`src/rtl/screen_state_sequencer_if.sv`:
```
// Pixel bus between the sprite/palette sources and the screen sequencer.
// The sequencer (slave) consumes three candidate pixels plus sprite coverage
// flags and returns the selected, registered output pixel.
interface screen_state_sequencer_if;
  logic [11:0] game_rgb;
  logic [11:0] title_rgb;
  logic        title_on;
  logic [11:0] gameover_rgb;
  logic        gameover_on;
  logic [3:0]  red;
  logic [3:0]  green;
  logic [3:0]  blue;

  // Pixel sources side: drives candidates, observes the final pixel.
  modport master (
    output game_rgb,
    output title_rgb,
    output title_on,
    output gameover_rgb,
    output gameover_on,
    input  red,
    input  green,
    input  blue
  );

  // Sequencer side.
  modport slave (
    input  game_rgb,
    input  title_rgb,
    input  title_on,
    input  gameover_rgb,
    input  gameover_on,
    output red,
    output green,
    output blue
  );
endinterface

```
`src/rtl/screen_state_sequencer.sv`:
```
// Screen/overlay controller for the VGA pipeline.
// Walks the game through TITLE -> PLAY -> DYING -> OVER -> TITLE, counts frames
// to time the death animation, the game-over blink and the restart hold-off,
// and picks which source drives each output pixel (one cycle of latency).
// Optional build macro SCREEN_FADE_EN: progressive dimming during DYING
// (shift grows by one every FADE_STEP frames, capped at 3); otherwise DYING
// uses a fixed shift of 1 and FADE_STEP is unused.
module screen_state_sequencer #(
  parameter int unsigned DEATH_FRAMES = 60,
  parameter int unsigned BLINK_FRAMES = 30,
  parameter int unsigned HOLD_FRAMES  = 90,
  parameter int unsigned FADE_STEP    = 15
) (
  input  logic                     vga_clk,
  input  logic                     reset_n,
  input  logic                     frame_start,
  input  logic                     start_btn,
  input  logic                     restart_btn,
  input  logic                     player_dead,
  screen_state_sequencer_if.slave  pix,
  output logic [1:0]               state,
  output logic                     game_active,
  output logic                     clear_game
);

  typedef enum logic [1:0] {
    StTitle = 2'd0,
    StPlay  = 2'd1,
    StDying = 2'd2,
    StOver  = 2'd3
  } state_e;

  localparam logic [7:0] DeathLast = 8'(DEATH_FRAMES - 1);
  localparam logic [7:0] HoldMin   = 8'(HOLD_FRAMES);
  localparam logic [8:0] BlinkLen  = 9'(BLINK_FRAMES);

  state_e      state_q, state_d;
  logic [7:0]  frame_cnt_q, frame_cnt_d;
  logic        blink_q, blink_d;
  logic        start_q, restart_q;
  logic        clear_q, clear_d;
  logic        active_q;
  logic [11:0] rgb_q, rgb_d;

  logic        start_edge, restart_edge;
  logic [8:0]  cnt_plus1;
  logic        blink_hit;
  logic [1:0]  dim_shift;

  // Scale each 4-bit channel down by the same right shift.
  function automatic logic [11:0] dim_rgb(input logic [11:0] rgb, input logic [1:0] sh);
    logic [3:0] r, g, b;
    r = rgb[11:8] >> sh;
    g = rgb[7:4] >> sh;
    b = rgb[3:0] >> sh;
    return {r, g, b};
  endfunction

  assign start_edge   = start_btn & ~start_q;
  assign restart_edge = restart_btn & ~restart_q;

  // The blink boundary is judged on the frame about to complete, hence +1;
  // widened so the saturated count 255 still maps to 256.
  assign cnt_plus1 = {1'b0, frame_cnt_q} + 9'd1;
  assign blink_hit = (cnt_plus1 % BlinkLen) == 9'd0;

  // Dim amount applied to the live image while dying.
`ifdef SCREEN_FADE_EN
  logic [7:0] fade_level;
  assign fade_level = frame_cnt_q / 8'(FADE_STEP);
  assign dim_shift  = (fade_level > 8'd3) ? 2'd3 : fade_level[1:0];
`else
  assign dim_shift = 2'd1;
`endif

  // Next-state, frame counter, blink and clear-request logic.
  always_comb begin
    state_d     = state_q;
    blink_d     = blink_q;
    clear_d     = 1'b0;
    frame_cnt_d = frame_cnt_q;

    unique case (state_q)
      StTitle: begin
        if (start_edge) begin
          state_d = StPlay;
          clear_d = 1'b1;
        end
      end
      StPlay: begin
        if (player_dead) begin
          state_d = StDying;
        end
      end
      StDying: begin
        if (frame_start && (frame_cnt_q == DeathLast)) begin
          state_d = StOver;
          blink_d = 1'b0;
        end
      end
      StOver: begin
        if (frame_start && blink_hit) begin
          blink_d = ~blink_q;
        end
        // Early restart edges are simply dropped: the edge is gone next cycle.
        if (restart_edge && (frame_cnt_q >= HoldMin)) begin
          state_d = StTitle;
          clear_d = 1'b1;
        end
      end
      default: state_d = StTitle;
    endcase

    // A state change restarts frame timing, even if a frame_start coincides.
    if (state_d != state_q) begin
      frame_cnt_d = 8'd0;
    end else if (frame_start && (frame_cnt_q != 8'hFF)) begin
      frame_cnt_d = frame_cnt_q + 8'd1;
    end
  end

  // Pixel source arbitration for the current screen.
  always_comb begin
    rgb_d = 12'h000;
    unique case (state_q)
      StTitle: rgb_d = pix.title_on ? pix.title_rgb : 12'h000;
      StPlay:  rgb_d = pix.game_rgb;
      StDying: rgb_d = dim_rgb(pix.game_rgb, dim_shift);
      StOver:  rgb_d = (pix.gameover_on && !blink_q) ? pix.gameover_rgb
                                                    : dim_rgb(pix.game_rgb, 2'd2);
      default: rgb_d = 12'h000;
    endcase
  end

  // State, counters, button history and registered outputs.
  always_ff @(posedge vga_clk) begin
    if (!reset_n) begin
      state_q     <= StTitle;
      frame_cnt_q <= 8'd0;
      blink_q     <= 1'b0;
      start_q     <= 1'b0;
      restart_q   <= 1'b0;
      clear_q     <= 1'b0;
      active_q    <= 1'b0;
      rgb_q       <= 12'h000;
    end else begin
      state_q     <= state_d;
      frame_cnt_q <= frame_cnt_d;
      blink_q     <= blink_d;
      start_q     <= start_btn;
      restart_q   <= restart_btn;
      clear_q     <= clear_d;
      active_q    <= (state_d == StPlay);
      rgb_q       <= rgb_d;
    end
  end

  assign state       = state_q;
  assign game_active = active_q;
  assign clear_game  = clear_q;
  assign pix.red     = rgb_q[11:8];
  assign pix.green   = rgb_q[7:4];
  assign pix.blue    = rgb_q[3:0];

endmodule

```
`src/flat_wrapper.sv`:
```
// flat-port wrapper written by rule: the top's interface ports become plain ports
module screen_state_sequencer_flat 
#(
  parameter int unsigned DEATH_FRAMES = 60,
  parameter int unsigned BLINK_FRAMES = 30,
  parameter int unsigned HOLD_FRAMES  = 90,
  parameter int unsigned FADE_STEP    = 15
)
  (vga_clk, reset_n, frame_start, start_btn, restart_btn, player_dead, state, game_active, clear_game, pix_game_rgb, pix_title_rgb, pix_title_on, pix_gameover_rgb, pix_gameover_on, pix_red, pix_green, pix_blue);
  screen_state_sequencer_if pix_i ();
  input  logic vga_clk;
  input  logic reset_n;
  input  logic frame_start;
  input  logic start_btn;
  input  logic restart_btn;
  input  logic player_dead;
  output logic [1:0] state;
  output logic game_active;
  output logic clear_game;
  input wire logic [$bits(pix_i.game_rgb)-1:0] pix_game_rgb;
  input wire logic [$bits(pix_i.title_rgb)-1:0] pix_title_rgb;
  input wire logic [$bits(pix_i.title_on)-1:0] pix_title_on;
  input wire logic [$bits(pix_i.gameover_rgb)-1:0] pix_gameover_rgb;
  input wire logic [$bits(pix_i.gameover_on)-1:0] pix_gameover_on;
  output wire logic [$bits(pix_i.red)-1:0] pix_red;
  output wire logic [$bits(pix_i.green)-1:0] pix_green;
  output wire logic [$bits(pix_i.blue)-1:0] pix_blue;
  assign pix_i.game_rgb = pix_game_rgb;
  assign pix_i.title_rgb = pix_title_rgb;
  assign pix_i.title_on = pix_title_on;
  assign pix_i.gameover_rgb = pix_gameover_rgb;
  assign pix_i.gameover_on = pix_gameover_on;
  assign pix_red = pix_i.red;
  assign pix_green = pix_i.green;
  assign pix_blue = pix_i.blue;
  screen_state_sequencer #(.DEATH_FRAMES(DEATH_FRAMES), .BLINK_FRAMES(BLINK_FRAMES), .HOLD_FRAMES(HOLD_FRAMES), .FADE_STEP(FADE_STEP)) u_core (.vga_clk(vga_clk), .reset_n(reset_n), .frame_start(frame_start), .start_btn(start_btn), .restart_btn(restart_btn), .player_dead(player_dead), .pix(pix_i), .state(state), .game_active(game_active), .clear_game(clear_game));
endmodule
```
`config.mk`:
```
export PLATFORM = sky130hd
export DESIGN_NAME = screen_state_sequencer_flat
export DESIGN_NICKNAME = d
export VERILOG_FILES = /design/src/rtl/screen_state_sequencer_if.sv /design/src/rtl/screen_state_sequencer.sv /design/src/flat_wrapper.sv
export SDC_FILE = /design/constraint.sdc
export NUM_CORES = 1
export LEC_CHECK = 0
export BUFFER_PORTS_ARGS = -buffer_cell sky130_fd_sc_hd__buf_2
export CAP_MARGIN = 20
export CORE_MARGIN = 2
export CORE_UTILIZATION = 40
export DETAILED_ROUTE_END_ITERATION = 16
export PLACE_DENSITY = 0.59
export SLEW_MARGIN = 20
export SYNTH_ARGS = -nofsm -noshare
export SYNTH_HDL_FRONTEND = slang
export SYNTH_SLANG_ARGS = --single-unit
```
`constraint.sdc`:
```
create_clock -name vga_clk -period 5.03 [get_ports vga_clk]
set_input_delay 0.7545 -clock vga_clk [delete_from_list [all_inputs] [get_ports vga_clk]]
set_output_delay 0.7545 -clock vga_clk [all_outputs]
set_load 0.1 [all_outputs]
```
==> summary.txt <==
Timing
  • Number of failing setup endpoints in the final timing report: 0
  • Count of pins over their slew limit: 0
  • Setup repair after global routing missed its margin: no
  • Tcrit/Tclk final: 0.920
  • Post-layout minimum cycle time: 4630 ps
  • Worst Slack Setup Final: around 400 ps
  • Setup clock skew after layout: 3.38 ps
  • Setup TNS: 0 ps
  • Final hold vios: 0
  • Slew headroom: 0.561
  • Maximum clock frequency: approximately 220 MHz
  • Least-Margin Pin Slew: 657 ps

Synthesis
  • Synth top area share: 0.226
  • Synthesized-area fraction occupied by and/or/nand/nor cells: 0.264
  • Post-synth cell types: 72
  • Proportion of synthesized flip-flops having asynchronous set or reset: 0
  • Number of warnings issued by yosys: 0
  • Number of instances in the synthesized netlist: a little over 300
  • Synth Area in Compound Gates: 0.310
  • Post-synthesis share of cell area spent on xor and xnor gates: 0.0471
  • Netlist Area Pre-Place: 2390 sq um
  • Sequential share of the synthesized area: 0.226
  • Net count of the mapped netlist: 360
  • Post-synthesis adder-cell area fraction: 0.0419
  • Post-synthesis area per instance: 7.76 sq um
  • Fraction of synthesized area in multiplexers: 0.0324
  • Number of enable-type register cells in the synthesized netlist: 0
  • Cell accounting for the most synthesized area: dfxtp_1
  • Top flip-flop cell by instance count after synthesis: dfxtp_1
  • Combinational family with the most area after synthesis: compound AO/OA/AOI/OAI gates
  • Largest cells by area after synthesis: dfxtp_1 (23%), and2_1 (5.0%), o21ai_0 (4.4%), a222oi_1 (4.2%), ha_1 (4.2%)
  • Seq cells post-synth: 27

Worst setup path
  • R2r setup slk: 400 ps
  • First element of the critical path: u_core.frame_cnt_q[1]
  • Arrival time of the worst setup path: 4830 ps
  • Crit path max-delay cell type: dfxtp_1
  • Series of cell instances along the critical path: ha_1, and3_4, a31oi_1, or2_1, a221oi_1, a22o_2, nand3_1, o21ai_0, ha_1, or3_1, a32o_1, a222oi_1, a211oi_1, o31a_1, or2_0, o211ai_1
  • Most repeated library cell on the critical path: ha_1
  • Critical path data required time: 5230 ps
  • FF-to-FF Start: u_core.frame_cnt_q[1]
  • End of the worst register-to-register path: u_core.blink_q
  • Crit path kind: flop to flop
  • CP Capture Type: flop
  • Crit-path max FO: 10
  • Maximum cell stage delay along the critical path: 530 ps
  • Crit start category: flop
  • Number of cells on the worst reg-to-reg path: 16

Pwr
  • Int Power: 0.353 mW
  • Power Density: 217 nW/um^2
  • Reported net switching power: 0.243 mW
  • Switching Fraction: 0.408
  • Sequential fraction of design power: 0.399
  • Comb power frac: 0.389
  • Peak VDD IR: 0.000237 V
  • LEAKAGE: 1.15 nW
  • Clock group share of total power: 0.212

Layout
  • Footprint of the multi-input gates: 1670 sq um
  • Diode count: 0
  • Number of filler cells placed in the layout: 598
  • Commonest non-fill, non-tap cell in the layout: buf_2
  • Commonest non-fill, non-tap cells in the layout: buf_2 (59), dfxtp_1 (27), nand2_1 (25)
  • Flip-flop and latch area: 541 sq um
  • Number of nets in the finished design: 404
  • Area Overhead vs Synth: 14.7%
  • Fraction of layout cells with a size suffix above 1: 0.251

CTS
  • Clock tree from TritonCTS: built
  • Count of hold-fix buffers inserted at cts: 0
  • Insertion delay of the later-clocked pin in the worst-skew pair: 270 ps
  • CTS clk-pin slew, worst paths: 100 ps
  • Worst-case clock buffer depth: 2
  • Number of buffers added by the clock tree synthesis step: 3
  • Setup fix buffers added after clock tree synthesis: 0
  • Level count of the clock H-tree: 1
  • # clock sinks: 27
  • Root buffer cell: clkbuf_8

Floorplan
  • Die span in x: 81.3 um
  • Die footprint: 6610 sq um
  • Total number of placement rows: 28
  • Core box area: 5850 sq um
  • Vertical die dimension: a little over 80 um
  • Top-level I/O count: 60
  • Effective utilization at floorplan: 0.409

Min path
  • Endpoint, Worst Hold: u_core.blink_q
  • Min-delay worst type: flop to flop
  • Hold Path Depth: 2
  • Source of the worst hold timing path: u_core.blink_q

Global routing
  • Met2 Usage GRT: 0.325
  • Number of global-route vias before repair: 2323
  • Overflow after GRT: 0
  • GR Util met3: 0.0178
  • Wire length of the first global-routing pass: 10500 um
  • Global routing usage summed across all routing layers: 0.197
  • Most crowded layer after global routing: met2
  • Met1 capacity usage during global routing: 0.269
  • Initial antenna violation count: 0
  • Largest net degree at the start of global routing: 22

Placement
  • Post-DP HPWL: about 4800 um
  • Worst Setup Slack post-DPL: 341 ps
  • Gpl congestion: between 0.9 and 1
  • Count of input and output buffers: 59

Routing
  • Total via count in the routed design: approximately 2500
  • Sum of routed wire length over all layers: around 6400 um
  • Post-route DRC: 0
  • Wire per inst: approximately 15 um
  • TritonRoute pass-1 iters: 5
  • Vias/cell: slightly below 6
  • Remaining antenna violation count after routing: 0
  • Number of violations reported at the end of detailed-routing iteration 0: 208

Flow run
  • Total of max-cap violations: 0

Outcome
  • Outcome: finished clean
## registers in the layout, summed over array words and instances (netlist names)
name	flops
u_core.blink_q	1
u_core.clear_game	1
u_core.frame_cnt_q	8
u_core.game_active	1
u_core.restart_q	1
u_core.rgb_q	12
u_core.start_q	1
u_core.state	2
## worst max path at each step
stage / to / slack (ps) / cells after the start
after floorplan: u_core.blink_q / 720 / 19
after global placement: u_core.blink_q / 540 / 16
after detailed placement: u_core.blink_q / 340 / 16
after CTS: u_core.blink_q / 320 / 16
after global routing: u_core.blink_q / 50 / 16
final: u_core.blink_q / 400 / 16
## logic make-up after synthesis
| logic type | Yosys count |
|---|---|
| xor+xnor | 12 |
| mux | 7 |
| compound gates | 99 |
| fa+ha+maj | 8 |
| buf+inv | 39 |
| flops | 27 |
| simple gates | 116 |
## what timing repair did
action | CTS | global route
hold endpoints to repair | 0 | 0
endpoints found under the setup margin | 0 | 1
resized for setup | 0 | 1
## critical path: cells and delay by family, from the launching register on
| kind | cells | cell delay (ps) |
|---|---|---|
| DFF | 1 | 530 |
| AOI/OAI and AO/OA | 9 | 2230 |
| and+or+nand+nor | 5 | 1240 |
| adders and majority gates | 2 | 560 |
## synth_stat cells, types with 2 or more instances
master     instances
nor2_1            22
nand4_1            6
a21boi_0           2
a22oi_1            6
ha_1               8
nand2_1           25
nor2b_1            2
o31a_1             3
nor3_1             6
a31oi_1            2
a21o_1             5
o2111ai_1          2
xnor2_1            7
o22ai_1            2
or3_1              2
o21bai_1           2
buf_6              2
and4b_1            2
dfxtp_1           27
a222oi_1          10
and3_1             2
nand3_1           13
and2_1            19
buf_2              5
a22o_1             2
o311ai_0           2
a32oi_1            2
inv_1             10
or2_1              2
a311o_1            2
a211oi_1           4
nand4b_1           2
clkbuf_1          16
o31ai_1            2
o211a_1            4
mux2_2             6
a21oi_1           11
xor2_1             4
o21ai_0           21
buf_4              4
## cell type report
class	instances	share of cell area
inverter	11	0.0151
sequential	27	0.197
clock buffer	3	0.0151
timing repair buffer	67	0.130
tap	75	0.0342
clock inverter	1	0.00182
multi-input combinational	242	0.607
## per-layer routing
layer,up-vias,wire (um)
met5,-,0
met4,0,128
met3,11,293
met2,79,3050
met1,1183,2930
li1,1244,-
## power groups by stage
| stage | Clock, mW | Combinational, mW | Sequential, mW |
|---|---|---|---|
| after global routing | 0.140 | 0.253 | 0.240 |
| final | 0.126 | 0.232 | 0.238 |
| after detailed placement | 0 | 0.232 | 0.243 |
| after CTS | 0.132 | 0.232 | 0.238 |
| after floorplan | 0 | 0.0992 | 0.323 |
| after global placement | 0 | 0.230 | 0.243 |
## metrics by stage
step	power (mW)	instance area, sq um	cells	util	hold WS [ps]
5_1_grt	0.633	2740	426	0.469	572
3_3_place_gp	0.473	2700	422	0.461	537
4_1_cts	0.602	2740	426	0.469	557
6_report	0.596	2740	426	0.469	549
3_5_place_dp	0.475	2700	422	0.461	544
2_1_floorplan	0.422	2390	308	-	499
(Power assumes the default switching activity.)
